**src/rtl/controle_principal_mc_pkg.sv**
```systemverilog
// controle_pkg: opcodes, state encodings, ALU op codes and control word for the multicycle MIPS controller
package controle_pkg;
  localparam logic [5:0] OP_RTYPE = 6'b000000;
  localparam logic [5:0] OP_LW    = 6'b100011;
  localparam logic [5:0] OP_SW    = 6'b101011;
  localparam logic [5:0] OP_BEQ   = 6'b000100;
  localparam logic [5:0] OP_J     = 6'b000010;
  localparam logic [5:0] OP_ADDI  = 6'b001000;
  localparam logic [1:0] ALUOP_ADD   = 2'b00;
  localparam logic [1:0] ALUOP_SUB   = 2'b01;
  localparam logic [1:0] ALUOP_FUNCT = 2'b10;
  typedef enum logic [3:0] {
    S_FETCH = 4'd0, S_DECODE = 4'd1, S_MEMADDR = 4'd2, S_MEMRD = 4'd3,
    S_MEMWB = 4'd4, S_MEMWR = 4'd5, S_EXEC = 4'd6, S_RDONE = 4'd7,
    S_BRANCH = 4'd8, S_JUMP = 4'd9, S_ADDI_EX = 4'd10, S_ADDI_WB = 4'd11
  } state_t;
  typedef struct packed {
    logic [1:0] OpALU;
    logic       RegDst, ALUSrcA, IorD, MemtoReg;
    logic [1:0] ALUSrcB, PCSource;
    logic       MemRead, MemWrite, IRWrite, RegWrite, PCWrite, PCWriteCond, instr_done;
  } ctrl_t;
  function automatic logic is_legal(input logic [5:0] op);
    return op inside {OP_RTYPE, OP_LW, OP_SW, OP_BEQ, OP_J, OP_ADDI};
  endfunction
endpackage

```
**src/rtl/controle_principal_mc_if.sv**
```systemverilog
// controle_principal_mc_if: opcode/mem handshake in, datapath control word out
interface controle_principal_mc_if #(parameter int OPC_W = 6);
  logic [OPC_W-1:0] opcode;
  logic             mem_ready;
  logic [1:0]       OpALU, ALUSrcB, PCSource;
  logic             RegDst, ALUSrcA, IorD, MemtoReg;
  logic             MemRead, MemWrite, IRWrite, RegWrite, PCWrite, PCWriteCond;
  logic             illegal_op, instr_done;
  logic [3:0]       state_o;
  modport master (
    input  opcode, mem_ready,
    output OpALU, ALUSrcB, PCSource, RegDst, ALUSrcA, IorD, MemtoReg,
           MemRead, MemWrite, IRWrite, RegWrite, PCWrite, PCWriteCond,
           illegal_op, instr_done, state_o
  );
  modport slave (
    output opcode, mem_ready,
    input  OpALU, ALUSrcB, PCSource, RegDst, ALUSrcA, IorD, MemtoReg,
           MemRead, MemWrite, IRWrite, RegWrite, PCWrite, PCWriteCond,
           illegal_op, instr_done, state_o
  );
endinterface

```
**src/rtl/controle_principal_mc_saidas.sv**
```systemverilog
// controle_saidas: state-to-control-word decoder; en low forces the whole word to zero
module controle_saidas
  import controle_pkg::*;
(
  input  state_t state,
  input  logic   mr,
  input  logic   en,
  output ctrl_t  c
);
  always_comb begin
    c = '0;
    case (state)
      S_FETCH:   begin c.MemRead = 1'b1; c.ALUSrcB = 2'b01; c.IRWrite = mr; c.PCWrite = mr; end
      S_DECODE:  c.ALUSrcB = 2'b11;
      S_MEMADDR: begin c.ALUSrcA = 1'b1; c.ALUSrcB = 2'b10; end
      S_MEMRD:   begin c.MemRead = 1'b1; c.IorD = 1'b1; end
      S_MEMWB:   begin c.MemtoReg = 1'b1; c.RegWrite = 1'b1; c.instr_done = 1'b1; end
      S_MEMWR:   begin c.MemWrite = 1'b1; c.IorD = 1'b1; c.instr_done = mr; end
      S_EXEC:    begin c.ALUSrcA = 1'b1; c.OpALU = ALUOP_FUNCT; end
      S_RDONE:   begin c.RegDst = 1'b1; c.RegWrite = 1'b1; c.instr_done = 1'b1; end
      S_BRANCH:  begin c.ALUSrcA = 1'b1; c.OpALU = ALUOP_SUB; c.PCWriteCond = 1'b1; c.PCSource = 2'b01; c.instr_done = 1'b1; end
      S_JUMP:    begin c.PCWrite = 1'b1; c.PCSource = 2'b10; c.instr_done = 1'b1; end
      S_ADDI_EX: begin c.ALUSrcA = 1'b1; c.ALUSrcB = 2'b10; end
      S_ADDI_WB: begin c.RegWrite = 1'b1; c.instr_done = 1'b1; end
      default:   c = '0;
    endcase
    if (!en) c = '0;
  end
endmodule

```
**src/rtl/controle_principal_mc.sv**
```systemverilog
// controle_principal_mc: main multicycle MIPS control FSM (fetch/decode/execute/mem/writeback)
module controle_principal_mc
  import controle_pkg::*;
#(
  parameter int OPC_W       = 6,
  parameter bit MEM_WAIT_EN = 1'b1
) (
  input logic clk,
  input logic rst_n,
  controle_principal_mc_if.master bus
);
  state_t           state;
  ctrl_t            c;
  logic [OPC_W-1:0] op;
  logic             mr;
  logic             illegal_q;
  assign op = bus.opcode;
  assign mr = MEM_WAIT_EN ? bus.mem_ready : 1'b1;
  always_ff @(posedge clk or negedge rst_n)
    if (!rst_n) begin
      state     <= S_FETCH;
      illegal_q <= 1'b0;
    end else begin
      illegal_q <= state == S_DECODE && !is_legal(op);
      case (state)
        S_FETCH:   state <= mr ? S_DECODE : S_FETCH;
        S_DECODE:  state <= (op == OP_LW || op == OP_SW) ? S_MEMADDR :
                            op == OP_RTYPE ? S_EXEC   :
                            op == OP_BEQ   ? S_BRANCH :
                            op == OP_J     ? S_JUMP   :
                            op == OP_ADDI  ? S_ADDI_EX : S_FETCH;
        S_MEMADDR: state <= op == OP_LW ? S_MEMRD : op == OP_SW ? S_MEMWR : S_FETCH;
        S_MEMRD:   state <= mr ? S_MEMWB : S_MEMRD;
        S_MEMWR:   state <= mr ? S_FETCH : S_MEMWR;
        S_EXEC:    state <= S_RDONE;
        S_ADDI_EX: state <= S_ADDI_WB;
        default:   state <= S_FETCH;
      endcase
    end
  // outputs are gated by rst_n so reset clears every enable without waiting for a clock
  controle_saidas u_saidas (.state(state), .mr(mr), .en(rst_n), .c(c));
  assign bus.OpALU       = c.OpALU;
  assign bus.RegDst      = c.RegDst;
  assign bus.ALUSrcA     = c.ALUSrcA;
  assign bus.IorD        = c.IorD;
  assign bus.MemtoReg    = c.MemtoReg;
  assign bus.ALUSrcB     = c.ALUSrcB;
  assign bus.PCSource    = c.PCSource;
  assign bus.MemRead     = c.MemRead;
  assign bus.MemWrite    = c.MemWrite;
  assign bus.IRWrite     = c.IRWrite;
  assign bus.RegWrite    = c.RegWrite;
  assign bus.PCWrite     = c.PCWrite;
  assign bus.PCWriteCond = c.PCWriteCond;
  assign bus.instr_done  = c.instr_done;
  assign bus.illegal_op  = illegal_q;
  assign bus.state_o     = state;
endmodule

```
**src/flat_wrapper.sv**
```systemverilog
// flat-port wrapper written by rule: the top's interface ports become plain ports
module controle_principal_mc_flat import controle_pkg::*;
#(
  parameter int OPC_W       = 6,
  parameter bit MEM_WAIT_EN = 1'b1
)
  (clk, rst_n, bus_opcode, bus_mem_ready, bus_OpALU, bus_ALUSrcB, bus_PCSource, bus_RegDst, bus_ALUSrcA, bus_IorD, bus_MemtoReg, bus_MemRead, bus_MemWrite, bus_IRWrite, bus_RegWrite, bus_PCWrite, bus_PCWriteCond, bus_illegal_op, bus_instr_done, bus_state_o);
  controle_principal_mc_if #(.OPC_W(OPC_W)) bus_i ();
  input logic clk;
  input logic rst_n;
  input wire logic [$bits(bus_i.opcode)-1:0] bus_opcode;
  input wire logic [$bits(bus_i.mem_ready)-1:0] bus_mem_ready;
  output wire logic [$bits(bus_i.OpALU)-1:0] bus_OpALU;
  output wire logic [$bits(bus_i.ALUSrcB)-1:0] bus_ALUSrcB;
  output wire logic [$bits(bus_i.PCSource)-1:0] bus_PCSource;
  output wire logic [$bits(bus_i.RegDst)-1:0] bus_RegDst;
  output wire logic [$bits(bus_i.ALUSrcA)-1:0] bus_ALUSrcA;
  output wire logic [$bits(bus_i.IorD)-1:0] bus_IorD;
  output wire logic [$bits(bus_i.MemtoReg)-1:0] bus_MemtoReg;
  output wire logic [$bits(bus_i.MemRead)-1:0] bus_MemRead;
  output wire logic [$bits(bus_i.MemWrite)-1:0] bus_MemWrite;
  output wire logic [$bits(bus_i.IRWrite)-1:0] bus_IRWrite;
  output wire logic [$bits(bus_i.RegWrite)-1:0] bus_RegWrite;
  output wire logic [$bits(bus_i.PCWrite)-1:0] bus_PCWrite;
  output wire logic [$bits(bus_i.PCWriteCond)-1:0] bus_PCWriteCond;
  output wire logic [$bits(bus_i.illegal_op)-1:0] bus_illegal_op;
  output wire logic [$bits(bus_i.instr_done)-1:0] bus_instr_done;
  output wire logic [$bits(bus_i.state_o)-1:0] bus_state_o;
  assign bus_i.opcode = bus_opcode;
  assign bus_i.mem_ready = bus_mem_ready;
  assign bus_OpALU = bus_i.OpALU;
  assign bus_ALUSrcB = bus_i.ALUSrcB;
  assign bus_PCSource = bus_i.PCSource;
  assign bus_RegDst = bus_i.RegDst;
  assign bus_ALUSrcA = bus_i.ALUSrcA;
  assign bus_IorD = bus_i.IorD;
  assign bus_MemtoReg = bus_i.MemtoReg;
  assign bus_MemRead = bus_i.MemRead;
  assign bus_MemWrite = bus_i.MemWrite;
  assign bus_IRWrite = bus_i.IRWrite;
  assign bus_RegWrite = bus_i.RegWrite;
  assign bus_PCWrite = bus_i.PCWrite;
  assign bus_PCWriteCond = bus_i.PCWriteCond;
  assign bus_illegal_op = bus_i.illegal_op;
  assign bus_instr_done = bus_i.instr_done;
  assign bus_state_o = bus_i.state_o;
  controle_principal_mc #(.OPC_W(OPC_W), .MEM_WAIT_EN(MEM_WAIT_EN)) u_core (.clk(clk), .rst_n(rst_n), .bus(bus_i));
endmodule
```
**config.mk**
```make
export PLATFORM = sky130hd
export DESIGN_NAME = controle_principal_mc_flat
export DESIGN_NICKNAME = d
export VERILOG_FILES = /design/src/rtl/controle_principal_mc_pkg.sv /design/src/rtl/controle_principal_mc_if.sv /design/src/rtl/controle_principal_mc_saidas.sv /design/src/rtl/controle_principal_mc.sv /design/src/flat_wrapper.sv
export SDC_FILE = /design/constraint.sdc
export NUM_CORES = 1
export LEC_CHECK = 0
export CAP_MARGIN = 30
export CORE_AREA = 2 2 42 44
export CTS_BUF_LIST = sky130_fd_sc_hd__clkbuf_16
export DETAILED_ROUTE_END_ITERATION = 10
export DIE_AREA = 0 0 44 46
export PLACE_DENSITY = 0.79
export SYNTH_ARGS = -nofsm -noshare
export SYNTH_HDL_FRONTEND = slang
export SYNTH_SLANG_ARGS = --single-unit
```
**constraint.sdc**
```tcl
create_clock -name clk -period 3.4 [get_ports clk]
set_clock_uncertainty 0.15 [all_clocks]
set_input_delay 0.68 -clock clk [delete_from_list [all_inputs] [get_ports clk]]
set_output_delay 0.68 -clock clk [all_outputs]
set_load 0.005 [all_outputs]
```
==> results.tsv, run 1 <==
stage	metric	value	unit
status	status	completed	
die	Die ar.	2020	sq um
global_route	GRT overflow	0	
clock_tree	postcts setup bufs	0	
worst_setup_path	FF-to-FF setup slack	1.57	ns
final_layout	non-filler cells, final	129	
worst_setup_path	WS Path Type	in -> out	
worst_setup_path	R2R Path Start	u_core.bus.state_o[0]	
timing	hold_ws	0.503	ns
global_route	initial antenna violation count	0	
timing	Slew @ Worst Pin	0.527	ns
clock_tree	Clock Sinks	5	
pwr	P_leak	0.355	nW
synth	syn_nets	93	
timing	fin crit share	0.930	
global_route	number of global-route vias before repair	562	
clock_tree	Clock Pin Slew Worst Setup and Hold Paths	0.03	ns
synth	post-synth cell types	37	
worst_setup_path	CP startpoint	rst_n	
synth	FF+latch count, synth	5	
synth	Yosys warning total	0	
placement	DP HPWL	1.21	mm
timing	Slew Limit Fails	0	
die	floorplan core area	1610	sq um
drt	WL per Instance	12.0	um
final_layout	post-route cell area	953	sq um
final_layout	Inserted Diodes	0	
clock_tree	CTS H-tree lvls	1	
worst_setup_path	R2R cell count	4	
drt	Vias/cell	5.67	
pwr	power density cells	609	nW/um^2
clock_tree	CTS tree	yes	
drt	DR iter-0 viols	13	
pwr	peak supply drop	0.434	mV
placement	Post-Place Cells	125	
worst_setup_path	Startpoint Class	primary input	
drt	Pre-antenna DRT Iters	2	
die	Die W	44	um
global_route	gr usage total	0.157	
final_layout	post-layout util	0.591	
worst_setup_path	crit path to	bus_MemtoReg	
synth	instance count of the mapped netlist	84	
worst_setup_path	Max FO, Critical Path	9	
clock_tree	post-CTS resize count	0	
placement	I/O Buffers	30	
final_layout	Net count, final	122	
worst_setup_path	arrival time at the worst endpoint	2.33	ns
timing	fmax	316	MHz
clock_tree	Clock Latency Late Sink	0.22	ns
synth	mapped cell area	588	sq um
placement	placed instance area	875	sq um
die	die height	46	um
clock_tree	clock buffer depth	2	
clock_tree	cts bufs inserted	3	
final_layout	layout cells sized above 1	0.0804	
drt	total number of vias	731	
clock_tree	cts-stage hold buffer count	0	
die	Rows	15	
global_route	global-route wire length before repair	2.39	mm
clock_tree	Root Buffer	clkbuf_16	
worst_setup_path	Crit. End Element	primary output	
timing	RSZ-0062 raised after global routing	no	
drt	Routed Antenna Nets	0	
die	io pins	31	
timing	endpoints failing setup	0	
worst_hold_path	Tightest Hold Check Type	reg -> reg	
global_route	largest net degree at the start of global routing	21	
die	Initial Utilization	0.364	
final_layout	area grow syn2layout	62.1	%
synth	Seq/Total Area, Yosys	0.213	
drt	DRC errors left	0	
worst_setup_path	required time worst endpoint	2.57	ns
timing	setup TNS	0	ns
drt	final wirelength	1.54	mm
timing	Fin. Hold Viols	0	
worst_setup_path	reg2reg end	u_core.bus.state_o[3]	
placement	routability cong.	0.793	
job	MaxCap Viol Count	0	
timing	post-layout minimum cycle time	3.16	ns
timing	slew margin rel.	0.649	
synth	average cell area after synthesis	7.00	sq um
## power by group
group | internal (mW) | leakage (nW) | switching, mW
clock network | 0.152 | 0.0423 | 0.0362
logic | 0.153 | 0.246 | 0.110
registers | 0.0764 | 0.0669 | 0.0528
total | 0.381 | 0.355 | 0.199
## sequential cells by signal, indices dropped and copies added (netlist names)
register and cells:
u_core.bus.illegal_op 1, u_core.bus.state_o 4
## metal layers
metal	wire length (um)	track usage	vias up
met5	0	0	-
met4	0	0	0
met3	108	0.0635	0
met2	747	0.262	25
met1	687	0.203	337
li1	-	-	369
## metrics by stage
stage          power [mW]  setup slack (ns)
2_1_floorplan       0.270              1.39
3_3_place_gp        0.387             0.332
3_5_place_dp        0.392             0.266
4_1_cts             0.583             0.260
5_1_grt             0.625             0.169
6_report            0.580             0.239
## area by class of cell
cell class	count	area (sq um)
clock buffer	3	75.1
clock inverter	1	3.75
fill	149	661
inverter	3	11.3
multi-input combinational	69	409
sequential	5	125
tap	17	21.3
timing repair buffer	31	308
## Yosys cell counts, drive strengths merged
cell type | count | area share
and4 | 2 | 0.030
clkbuf | 2 | 0.013
and3 | 3 | 0.032
a22oi | 1 | 0.013
a221oi | 1 | 0.015
xor2 | 2 | 0.030
nand3b | 1 | 0.013
or2 | 1 | 0.011
dfrtp | 5 | 0.21
or3 | 1 | 0.011
o21a | 1 | 0.013
a2111o | 1 | 0.019
maj3 | 1 | 0.017
buf | 5 | 0.060
o22ai | 2 | 0.021
nor2b | 1 | 0.011
nor3 | 8 | 0.068
and2b | 1 | 0.015
o21ai | 9 | 0.077
o41ai | 1 | 0.015
nand4 | 3 | 0.032
or4 | 2 | 0.032
nor2 | 9 | 0.062
nand2b | 3 | 0.032
nor4 | 2 | 0.021
a21oi | 2 | 0.023
nand2 | 7 | 0.045
inv | 3 | 0.019
nand3 | 3 | 0.026
a32oi | 1 | 0.015
## worst min-delay path by stage
stage,startpoint,to,cells after the start
3_3_place_gp,u_core.bus.state_o[3],u_core.bus.state_o[2],1
4_1_cts,u_core.bus.state_o[3],u_core.bus.state_o[2],1
5_1_grt,u_core.bus.state_o[3],u_core.bus.state_o[2],1
3_5_place_dp,u_core.bus.state_o[3],u_core.bus.state_o[2],1
2_1_floorplan,rst_n,u_core.bus.illegal_op,0
6_report,u_core.bus.state_o[3],u_core.bus.state_o[2],1
## worst max-delay path: stages
cell and delay, ns:
clkdlybuf4s50_1 0.63, nor2b_1 0.21, nand2_1 0.12, nor3_1 0.16, clkdlybuf4s50_1 0.53
## logic make-up after synthesis
logic type                 after synthesis  synth area share
and+or+nand+nor                         47             0.438
AOI/OAI and AO/OA                       19             0.211
buffers and inverters                   10            0.0915
DFF                                      5             0.213
xor gates and xnor gates                 2            0.0298
adders and majority gates                1            0.0170
## layout by cell type (no fill, tap or decap), types with 2 or more instances in the layout
cell / count
xor2_1: 2
inv_1: 4
clkbuf_16: 3
nand3_1: 3
nand4_1: 3
clkdlybuf4s50_1: 30
and4_1: 2
nor3_1: 8
nor2_1: 8
dfrtp_1: 5
o22ai_1: 2
nand2b_1: 3
o21ai_0: 8
nor4_1: 2
nand2_1: 7
and3_1: 3
Power figures use the tool's default switching activity.
==> inputs of run 2 (changes only) <==
--- a/config.mk
+++ b/config.mk
@@ -15,2 +15,3 @@
 export SYNTH_HDL_FRONTEND = slang
 export SYNTH_SLANG_ARGS = --single-unit
+export TNS_END_PERCENT = 30
==> constraint.sdc (replaced) <==
create_clock -name clk -period 3.4 [get_ports clk]
set_clock_uncertainty 0.15 [all_clocks]
set_input_delay 0.68 -clock clk [delete_from_list [all_inputs] [get_ports clk]]
set_output_delay 0.68 -clock clk [all_outputs]
set_load 0.02 [all_outputs]
==> results.tsv, run 2 (synthesis results as in run 1) <==
stage	metric	value	unit	change
pwr	power density cells	664	nW/um^2	+9.0%
worst_setup_path	Crit. End Element	primary output		
die	io pins	31		unchanged
die	Rows	15		unchanged
global_route	initial antenna violation count	0		unchanged
clock_tree	postcts setup bufs	0		unchanged
timing	fmax	309	MHz	-2.2%
global_route	global-route wire length before repair	2.57	mm	+7.5%
pwr	P_leak	0.361	nW	+1.5%
worst_setup_path	R2R Path Start	u_core.bus.state_o[0]		
worst_setup_path	arrival time at the worst endpoint	2.40	ns	+0.07 ns
die	Die ar.	2020	sq um	unchanged
drt	Pre-antenna DRT Iters	4		+2
clock_tree	Clock Pin Slew Worst Setup and Hold Paths	0.03	ns	about the same
die	Die W	44	um	unchanged
worst_setup_path	R2R cell count	4		unchanged
clock_tree	post-CTS resize count	0		unchanged
die	Initial Utilization	0.364		unchanged
drt	DRC errors left	0		unchanged
timing	setup TNS	0	ns	unchanged
drt	total number of vias	725		-0.82%
final_layout	most common cell after layout, fill and taps aside	clkdlybuf4s50_1		
final_layout	area grow syn2layout	63.4	%	
timing	Fin. Hold Viols	0		unchanged
worst_hold_path	hold depth	1		unchanged
clock_tree	cts-stage hold buffer count	0		unchanged
global_route	GRT overflow	0		unchanged
clock_tree	Clock Sinks	5		unchanged
drt	final wirelength	1.60	mm	+3.7%
clock_tree	cts bufs inserted	3		unchanged
pwr	peak supply drop	0.455	mV	+4.8%
timing	post-layout minimum cycle time	3.23	ns	+0.0704 ns
global_route	gr usage total	0.169		+0.0120
timing	slew margin rel.	0.661		+0.0122
worst_hold_path	Tightest Hold Check Type	reg -> reg		
global_route	largest net degree at the start of global routing	21		unchanged
timing	Slew Limit Fails	0		unchanged
worst_setup_path	reg2reg end	u_core.bus.state_o[3]		
worst_setup_path	Max FO, Critical Path	9		unchanged
drt	Vias/cell	5.58		-1.6%
timing	fin crit share	0.950		+0.0207
clock_tree	Clock Latency Late Sink	0.23	ns	about the same
timing	endpoints failing setup	0		unchanged
final_layout	most frequent cells in the layout	clkdlybuf4s50_1 (30), nor2_1 (8), o21ai_0 (8), nor3_1 (8), nand2_1 (7)		
worst_hold_path	Hold Path Sink	u_core.bus.state_o[2]		
placement	DP HPWL	1.22	mm	+0.72%
final_layout	max reg flops	4		unchanged
die	floorplan core area	1610	sq um	unchanged
drt	DR iter-0 viols	15		+2
clock_tree	clock buffer depth	2		unchanged
final_layout	layout cells sized above 1	0.0885		+0.00814
timing	Slew @ Worst Pin	0.509	ns	-0.0183 ns
drt	WL per Instance	12.3	um	+2.9%
clock_tree	CTS H-tree lvls	1		unchanged
worst_hold_path	hold path start	u_core.bus.state_o[3]		
die	die height	46	um	unchanged
worst_setup_path	required time worst endpoint	2.57	ns	about the same
placement	I/O Buffers	30		unchanged
placement	routability cong.	0.799		+0.74%
clock_tree	Root Buffer	clkbuf_16		
clock_tree	CTS tree	yes		
worst_setup_path	CP startpoint	rst_n		
timing	hold_ws	0.516	ns	+0.0127 ns
status	status	completed		
global_route	number of global-route vias before repair	592		+5.3%
worst_setup_path	WS Path Type	in -> out		
timing	RSZ-0062 raised after global routing	no		
job	MaxCap Viol Count	0		unchanged
drt	Routed Antenna Nets	0		unchanged
worst_setup_path	FF-to-FF setup slack	1.60	ns	+0.03 ns
final_layout	Net count, final	123		+0.82%
final_layout	Inserted Diodes	0		unchanged
worst_setup_path	Startpoint Class	primary input		
-- run 2: changes by cell type in the layout (fill, tap and decap cells not counted) --
cell	previous run	this run
buf_4	1	2
-- run 2: layer usage --
| layer | share of wire | GRT usage | wire length (um) |
|---|---|---|---|
| met3 | 0.074 | 0.0595 | 119 |
| met2 | 0.49 | 0.288 | 789 |
| met5 | 0 | 0 | 0 |
| met1 | 0.43 | 0.216 | 691 |
| met4 | 0 | 0.00606 | 0 |
-- run 2: report_power, final --
part	switching [mW]	total [mW]	internal [mW]
Clock	0.0365	0.189	0.152
Combinational	0.170	0.325	0.155
Sequential	0.0478	0.124	0.0764
Total	0.254	0.638	0.384
-- run 2: worst max-delay path by stage --
stage	depth (start not counted)	end
2_1_floorplan	4	bus_PCSource[0]
3_3_place_gp	5	bus_MemtoReg
3_5_place_dp	5	bus_MemtoReg
4_1_cts	5	bus_MemtoReg
5_1_grt	5	bus_MemtoReg
6_report	5	bus_MemtoReg
-- run 2: final cells by class --
cell class,count,area (sq um)
fill,154,653
multi-input combinational,69,409
timing repair buffer,32,315
sequential,5,125
clock buffer,3,75.1
tap,17,21.3
inverter,3,11.3
clock inverter,1,3.75
-- run 2: per-stage QoR --
stage,total power [mW],utilization,instance area (sq um),setup slack (ns),instances
2_1_floorplan,0.324,-,588,0.889,84
3_3_place_gp,0.445,0.547,882,0.230,126
3_5_place_dp,0.450,0.547,882,0.194,126
4_1_cts,0.644,0.595,961,0.190,130
5_1_grt,0.685,0.595,961,0.0160,130
6_report,0.638,0.595,961,0.168,130
-- run 2: worst max-delay path, stage by stage --
cell	delay, ns
clkdlybuf4s50_1	0.61
nor2b_1	0.19
nand2_1	0.12
nor3_1	0.17
clkdlybuf4s50_1	0.63
